===== config.mk =====
export PLATFORM = sky130hd
export DESIGN_NAME = uart_tx_arbiter_flat
export DESIGN_NICKNAME = d
export VERILOG_FILES = /design/src/rtl/uart_tx_arbiter_if.sv /design/src/rtl/uart_tx_arbiter.sv /design/src/flat_wrapper.sv
export SDC_FILE = /design/constraint.sdc
export NUM_CORES = 1
export LEC_CHECK = 0
export ABC_AREA = 0
export ABC_CLOCK_PERIOD_IN_PS = 3200
export CAP_MARGIN = 20
export CORE_UTILIZATION = 29
export CTS_CLUSTER_DIAMETER = 30
export DETAILED_ROUTE_END_ITERATION = 16
export GPL_ROUTABILITY_DRIVEN = 0
export HOLD_SLACK_MARGIN = 0.05
export PLACE_DENSITY = 0.5
export SLEW_MARGIN = 20
export SYNTH_ARGS = -nofsm -noshare
export SYNTH_HDL_FRONTEND = slang
export SYNTH_SLANG_ARGS = --single-unit

===== constraint.sdc =====
create_clock -name clk -period 3.2 [get_ports clk]
set_input_delay 0.64 -clock clk [delete_from_list [all_inputs] [get_ports clk]]
set_output_delay 0.64 -clock clk [all_outputs]
set_load 0.005 [all_outputs]

===== src/rtl/uart_tx_arbiter_if.sv =====
// ---------------------------------------------------------------------------
// uart_tx_arbiter_if
//
// Bundle of the requester handshake and the serial-side status signals of
// uart_tx_arbiter. The arbiter binds to the slave modport, the message
// sources (or a bench) to the master modport.
//
// Parameters:
//   NREQ        number of byte requesters (2..8); must match the arbiter
//
// Signals:
//   req_valid   [NREQ]    requester i has a byte pending
//   req_data    [8*NREQ]  byte of requester i in bits [8i+7:8i]
//   req_ready   [NREQ]    one-hot accept strobe from the arbiter
//   tx          1         serial line, idle high
//   busy        1         a frame is in progress
//   grant_id    [clog2]   index of the last granted requester
//   frame_done  1         one-cycle pulse after a stop bit completes
// ---------------------------------------------------------------------------
interface uart_tx_arbiter_if #(
   parameter int NREQ = 4
);

   localparam int GW = $clog2(NREQ);

   logic [NREQ-1:0]   req_valid;
   logic [8*NREQ-1:0] req_data;
   logic [NREQ-1:0]   req_ready;
   logic              tx;
   logic              busy;
   logic [GW-1:0]     grant_id;
   logic              frame_done;

   // Requester side: offers bytes, observes the accept strobe and line status
   modport master (
      output req_valid,
      output req_data,
      input  req_ready,
      input  tx,
      input  busy,
      input  grant_id,
      input  frame_done
   );

   // Arbiter side: consumes requests, drives the serial line and status
   modport slave (
      input  req_valid,
      input  req_data,
      output req_ready,
      output tx,
      output busy,
      output grant_id,
      output frame_done
   );

endinterface


===== src/rtl/uart_tx_arbiter.sv =====
// ---------------------------------------------------------------------------
// uart_tx_arbiter
//
// Shares one serial transmit pin between NREQ byte requesters. Requests are
// served round-robin; each granted byte is sent as an 8N1 frame (start bit,
// eight data bits LSB first, stop bit). Every bit lasts BAUD_DIV+1 clocks,
// timed by a reloading down-counter.
//
// Parameters:
//   NREQ        number of requesters (2..8)
//   BAUD_DIV    baud counter reload value; one bit = BAUD_DIV+1 clocks
//
// Ports:
//   clk         rising-edge clock
//   rst         asynchronous, active-high reset
//   bus         uart_tx_arbiter_if.slave:
//                  req_valid/req_data in, req_ready (combinational) out,
//                  tx/busy/frame_done/grant_id (registered) out
//
// Frame timing: the accept cycle is the single IDLE cycle in which
// req_ready is high; tx falls on the next clock and the frame then occupies
// exactly 10*(BAUD_DIV+1) clocks, followed by at least one IDLE cycle.
// ---------------------------------------------------------------------------
module uart_tx_arbiter #(
   parameter int          NREQ     = 4,
   parameter logic [15:0] BAUD_DIV = 16'd1302
) (
   input  logic             clk,
   input  logic             rst,
   uart_tx_arbiter_if.slave bus
);

   localparam int GW = $clog2(NREQ);

   typedef enum logic [1:0] {
      IDLE,
      START,
      DATA,
      STOP
   } state_t;

   state_t        state_q, state_d;
   logic [15:0]   baud_cnt_q, baud_cnt_d;
   logic [2:0]    bit_cnt_q, bit_cnt_d;
   logic [7:0]    shift_q, shift_d;
   logic [GW-1:0] last_grant_q, last_grant_d;
   logic [GW-1:0] grant_id_q, grant_id_d;
   logic          tx_q, tx_d;
   logic          busy_q, busy_d;
   logic          frame_done_q, frame_done_d;

   logic          win_found;
   logic [GW-1:0] win_idx;
   logic [7:0]    win_byte;
   logic          accept;

   // Round-robin search: start one past the last winner and walk upward with
   // modulo-NREQ wrap, so the requester just served has the lowest priority.
   // After reset last_grant is NREQ-1, which makes requester 0 the first
   // candidate.
   always_comb begin
      win_found = 1'b0;
      win_idx   = '0;
      for (int k = 1; k <= NREQ; k++) begin
         if (!win_found && bus.req_valid[GW'((int'(last_grant_q) + k) % NREQ)]) begin
            win_found = 1'b1;
            win_idx   = GW'((int'(last_grant_q) + k) % NREQ);
         end
      end
   end

   // Pick the winner's byte out of the packed data bus. A compare loop keeps
   // the select free of variable-width part-select arithmetic.
   always_comb begin
      win_byte = '0;
      for (int i = 0; i < NREQ; i++) begin
         if (GW'(i) == win_idx) begin
            win_byte = bus.req_data[8*i +: 8];
         end
      end
   end

   // A byte is taken only in IDLE. The accept strobe is combinational so the
   // requester sees it in the same cycle it is offered; it is forced low
   // while reset is held so the strobe reads 0 during reset.
   assign accept = (state_q == IDLE) && win_found && !rst;

   always_comb begin
      bus.req_ready = '0;
      if (accept) begin
         bus.req_ready[win_idx] = 1'b1;
      end
   end

   // Frame sequencer next-state logic. Each of START, DATA and STOP holds for
   // BAUD_DIV+1 clocks: the counter is loaded with BAUD_DIV on entry and the
   // state advances in the cycle where it reads zero. DATA repeats for eight
   // bits, shifting the byte right so bit 0 is always the one on the line.
   // The line outputs are derived from the next state so that tx, busy and
   // frame_done come straight from flops and change together with the state.
   always_comb begin
      state_d      = state_q;
      baud_cnt_d   = baud_cnt_q;
      bit_cnt_d    = bit_cnt_q;
      shift_d      = shift_q;
      last_grant_d = last_grant_q;
      grant_id_d   = grant_id_q;
      frame_done_d = 1'b0;
      tx_d         = 1'b1;
      busy_d       = 1'b0;

      case (state_q)
         IDLE: begin
            if (accept) begin
               shift_d      = win_byte;
               grant_id_d   = win_idx;
               last_grant_d = win_idx;
               baud_cnt_d   = BAUD_DIV;
               state_d      = START;
            end
         end

         START: begin
            if (baud_cnt_q == 16'd0) begin
               baud_cnt_d = BAUD_DIV;
               bit_cnt_d  = 3'd0;
               state_d    = DATA;
            end else begin
               baud_cnt_d = baud_cnt_q - 16'd1;
            end
         end

         DATA: begin
            if (baud_cnt_q == 16'd0) begin
               baud_cnt_d = BAUD_DIV;
               shift_d    = {1'b0, shift_q[7:1]};
               if (bit_cnt_q == 3'd7) begin
                  state_d = STOP;
               end else begin
                  bit_cnt_d = bit_cnt_q + 3'd1;
               end
            end else begin
               baud_cnt_d = baud_cnt_q - 16'd1;
            end
         end

         STOP: begin
            if (baud_cnt_q == 16'd0) begin
               state_d      = IDLE;
               frame_done_d = 1'b1;
            end else begin
               baud_cnt_d = baud_cnt_q - 16'd1;
            end
         end

         default: begin
            state_d = IDLE;
         end
      endcase

      case (state_d)
         IDLE: begin
            tx_d   = 1'b1;
            busy_d = 1'b0;
         end
         START: begin
            tx_d   = 1'b0;
            busy_d = 1'b1;
         end
         DATA: begin
            tx_d   = shift_d[0];
            busy_d = 1'b1;
         end
         STOP: begin
            tx_d   = 1'b1;
            busy_d = 1'b1;
         end
         default: begin
            tx_d   = 1'b1;
            busy_d = 1'b0;
         end
      endcase
   end

   // State and output registers. Reset is asynchronous so an abandoned frame
   // releases the line (tx high, busy low) at once; no frame_done is produced
   // for it and arbitration restarts with requester 0 first.
   always_ff @(posedge clk or posedge rst) begin
      if (rst) begin
         state_q      <= IDLE;
         baud_cnt_q   <= BAUD_DIV;
         bit_cnt_q    <= 3'd0;
         shift_q      <= 8'd0;
         last_grant_q <= GW'(NREQ - 1);
         grant_id_q   <= '0;
         tx_q         <= 1'b1;
         busy_q       <= 1'b0;
         frame_done_q <= 1'b0;
      end else begin
         state_q      <= state_d;
         baud_cnt_q   <= baud_cnt_d;
         bit_cnt_q    <= bit_cnt_d;
         shift_q      <= shift_d;
         last_grant_q <= last_grant_d;
         grant_id_q   <= grant_id_d;
         tx_q         <= tx_d;
         busy_q       <= busy_d;
         frame_done_q <= frame_done_d;
      end
   end

   assign bus.tx         = tx_q;
   assign bus.busy       = busy_q;
   assign bus.grant_id   = grant_id_q;
   assign bus.frame_done = frame_done_q;

endmodule

===== src/flat_wrapper.sv =====
// flat-port wrapper written by rule: the top's interface ports become plain ports
module uart_tx_arbiter_flat 
#(
   parameter int          NREQ     = 4,
   parameter logic [15:0] BAUD_DIV = 16'd1302
)
  (clk, rst, bus_req_valid, bus_req_data, bus_req_ready, bus_tx, bus_busy, bus_grant_id, bus_frame_done);
  uart_tx_arbiter_if #(.NREQ(NREQ)) bus_i ();
  input  logic clk;
  input  logic rst;
  input wire logic [$bits(bus_i.req_valid)-1:0] bus_req_valid;
  input wire logic [$bits(bus_i.req_data)-1:0] bus_req_data;
  output wire logic [$bits(bus_i.req_ready)-1:0] bus_req_ready;
  output wire logic [$bits(bus_i.tx)-1:0] bus_tx;
  output wire logic [$bits(bus_i.busy)-1:0] bus_busy;
  output wire logic [$bits(bus_i.grant_id)-1:0] bus_grant_id;
  output wire logic [$bits(bus_i.frame_done)-1:0] bus_frame_done;
  assign bus_i.req_valid = bus_req_valid;
  assign bus_i.req_data = bus_req_data;
  assign bus_req_ready = bus_i.req_ready;
  assign bus_tx = bus_i.tx;
  assign bus_busy = bus_i.busy;
  assign bus_grant_id = bus_i.grant_id;
  assign bus_frame_done = bus_i.frame_done;
  uart_tx_arbiter #(.NREQ(NREQ), .BAUD_DIV(BAUD_DIV)) u_core (.clk(clk), .rst(rst), .bus(bus_i));
endmodule

==> impl_metrics.ini <==
[sta]
fin_tns_setup_ns = 0
clock_skew_ns = 0.01044
max_freq_mhz = 325.3
min_period_ns = 3.074
hold_viol_final = 0
relSlewSlack_pct = 59.57
fin_crit_sh_pct = 96.07
worst_slew_pin_slew_ns = 0.6057
drv_slew = 0
worst_slack_ns = 0.1257
timing.final.setup_violations = 0
rsz0062_at_grt = true
whs_ns = 0.4871

[route]
wl_microns = 6168
wl_per_cell_microns = 14.34
drt_first_pass_iters = 4
viasPerCell = 4.972
drt_iter0_markers = 44
num_vias = 2138
remaining_drc_errors = 0
ant_nets = 0

[outcome]
status = complete, no violations

[floorplanning]
ios = 47
rows = 32
die_height_microns = 92.45
die_x_microns = 92.45
initial_core_util_pct = 30.38
core_sq_mm = 0.007807
dieArea_sq_mm = 0.008546

[placement]
pre_cts_ws_ns = -0.008560
dp_hpwl_microns = 4841
port_buffers = 46
place_inst = 421
placed_area_sq_mm = 0.003003

[layout]
syn_to_final_growth_pct = 31.38
fin_nets = 375
n_antenna_cell = 0
drive_gt1_share_pct = 15.55
final_cell_mix = clkdlybuf4s50_1, nand2_1, nor2_1
n_fill_cell = 827
final_core_util_pct = 39.92
final_cell_area_sq_mm = 0.003117
finalNonFillerCells = 430
final_common_cell = clkdlybuf4s50_1

[logic_synthesis]
yosysSeqAreaShare_pct = 38.40
syn-num-nets = 318
avgSynthCellArea_sq_um = 8.786
synth_cells = 270
ys_warn_count = 0
syn_area_sq_mm = 0.002372
ys_seq_elements = 36
ys_types = 50

[clock_network]
root_buffer = clkbuf_8
clk_latency_ns = 0.29
hold_buffers = 0
cts_tree = built
cts_sinks = 36
cts_max_path_buffers = 2
clk_pin_slew_worst_paths_ns = 0.07
htreeDepth = 2
cts_buffers = 5

[global_routing]
grt-ovfl-total = 0
grt_pass1_wl_microns = 10810
grtUsageTotal_pct = 16.02
grt_max_degree = 24
antenna_found_initial = 0
grt_pass1_vias = 2223

[worst_setup_path]
start_kind = input pin
required_ns = 2.56
crit_arrival_ns = 2.43
reg2reg_slack_ns = 0.27
reg2reg_from = u_core.baud_cnt_q[0]
worstPathMaxFanout = 4
crit_type = input pin to output port
r2r_end = u_core.bus.tx
worstSetupEndpointType = output port
r2r_cells = 10

[job]
drv_cap = 0

[min_path]
hp-start = u_core.bus.grant_id[1]
worstHoldEndpoint = u_core.bus.grant_id[1]
hold_path_depth = 2
hold_class = flop to flop

[power]
ir_worst_vdd_mv = 0.3121
p_leak_nw = 1.305
power_mw = 2.834
p_per_area_mw_per_mm2 = 909.2
==> where the power goes <==
group	total (mW)	internal, mW	switching, mW
combinational	1.65	0.741	0.911
clock	0.322	0.156	0.166
sequential	0.860	0.693	0.167
total	2.83	1.59	1.24
==> how the worst max path moves through the flow <==
stage          slack, ns               end                 start  depth (start not counted)
3_5_place_dp      -0.009     u_core.bus.tx      bus_req_valid[1]                          9
4_1_cts             0.05  bus_req_ready[3]      bus_req_valid[0]                          6
6_report            0.13  bus_req_ready[3]      bus_req_valid[0]                          6
5_1_grt            -0.01  bus_req_ready[0]      bus_req_valid[1]                          7
2_1_floorplan       0.30     u_core.bus.tx  u_core.baud_cnt_q[0]                         12
3_3_place_gp        0.05  bus_req_ready[3]      bus_req_valid[0]                          6
==> synthesized netlist by cell type (all sizes together) <==
master | count | area, sq um
and2 | 1 | 6.260
a311oi | 1 | 8.760
or4 | 6 | 57.55
o211ai | 1 | 7.510
and3 | 1 | 6.260
nand2 | 38 | 142.6
a21oi | 18 | 108.9
mux2i | 10 | 100.1
a21o | 1 | 7.510
nand3b | 1 | 7.510
o21ai | 12 | 63.81
xnor2 | 2 | 17.52
o22ai | 6 | 37.54
dfstp | 8 | 210.2
a22oi | 4 | 43.79
buf | 8 | 65.06
nand3 | 3 | 15.01
dfrtp | 28 | 700.7
or3b | 1 | 8.760
nor3b | 3 | 22.52
o311ai | 1 | 8.760
nor2b | 1 | 6.260
inv | 13 | 48.79
o41ai | 2 | 17.52
o21bai | 1 | 7.510
nor2 | 35 | 138.9
o31ai | 3 | 36.28
a21boi | 1 | 7.510
o21a | 3 | 22.52
nor3 | 10 | 50.05
a31o | 1 | 8.760
xor2 | 3 | 26.28
or3 | 3 | 18.77
a31oi | 6 | 37.54
or2 | 2 | 12.51
o22a | 10 | 87.58
clkbuf | 2 | 7.510
ha | 10 | 125.1
nand2b | 6 | 37.54
nor4 | 3 | 18.77
a311o | 1 | 10.01
==> cells by family (layout without fill, tap and decap cells) <==
group | count (synthesis) | after routing | share of synthesized area [%]
multiplexers | 10 | 10 | 4.220
flip-flops | 36 | 36 | 38.40
AND/OR/NAND/NOR | 114 | 114 | 23.15
AO/OA/AOI/OAI | 72 | 72 | 21.99
buffers and inverters | 23 | 81 | 5.116
XOR/XNOR | 5 | 5 | 1.846
adder cells (fa/ha/maj) | 10 | 10 | 5.274
==> routing by layer <==
metal | vias up | GRT usage (%) | part of all wire, %
met4 | 0 | 3.125 | 0.88
met5 | - | 0 | 0
li1 | 1076 | - | -
met2 | 56 | 28.64 | 50
met3 | 5 | 4.433 | 5.7
met1 | 1001 | 19.13 | 44
==> registers in the layout, indices dropped and copies added (netlist names) <==
name	cells
u_core.shift_q	8
u_core.bus.tx	1
u_core.baud_cnt_q	16
u_core.last_grant_q	2
u_core.bit_cnt_q	3
u_core.bus.busy	1
u_core.bus.frame_done	1
u_core.state_q	2
u_core.bus.grant_id	2
==> what timing repair did <==
| action | 4_1_cts | 5_1_grt |
|---|---|---|
| resized for setup | 0 | 4 |
| setup buffers | 0 | 1 |
| setup endpoints to repair | 0 | 4 |
==> worst max-delay path, stage by stage <==
cell,delay [ns]
clkdlybuf4s50_1,0.45
or2_2,0.31
a311oi_2,0.26
nand2_1,0.14
nor2_1,0.12
clkdlybuf4s50_1,0.51
==> layout make-up <==
type / instances / area, sq um / share of cell area, %
inverters: 13 / 48.80 / 1.566
multi-input cells: 211 / 1364 / 43.76
clock inverters: 1 / 8.758 / 0.2810
well taps: 102 / 127.6 / 4.095
clock buffers: 7 / 76.32 / 2.449
repair buffers: 60 / 580.6 / 18.63
flip-flops and latches: 36 / 910.9 / 29.23
(Power assumes the default switching activity.)
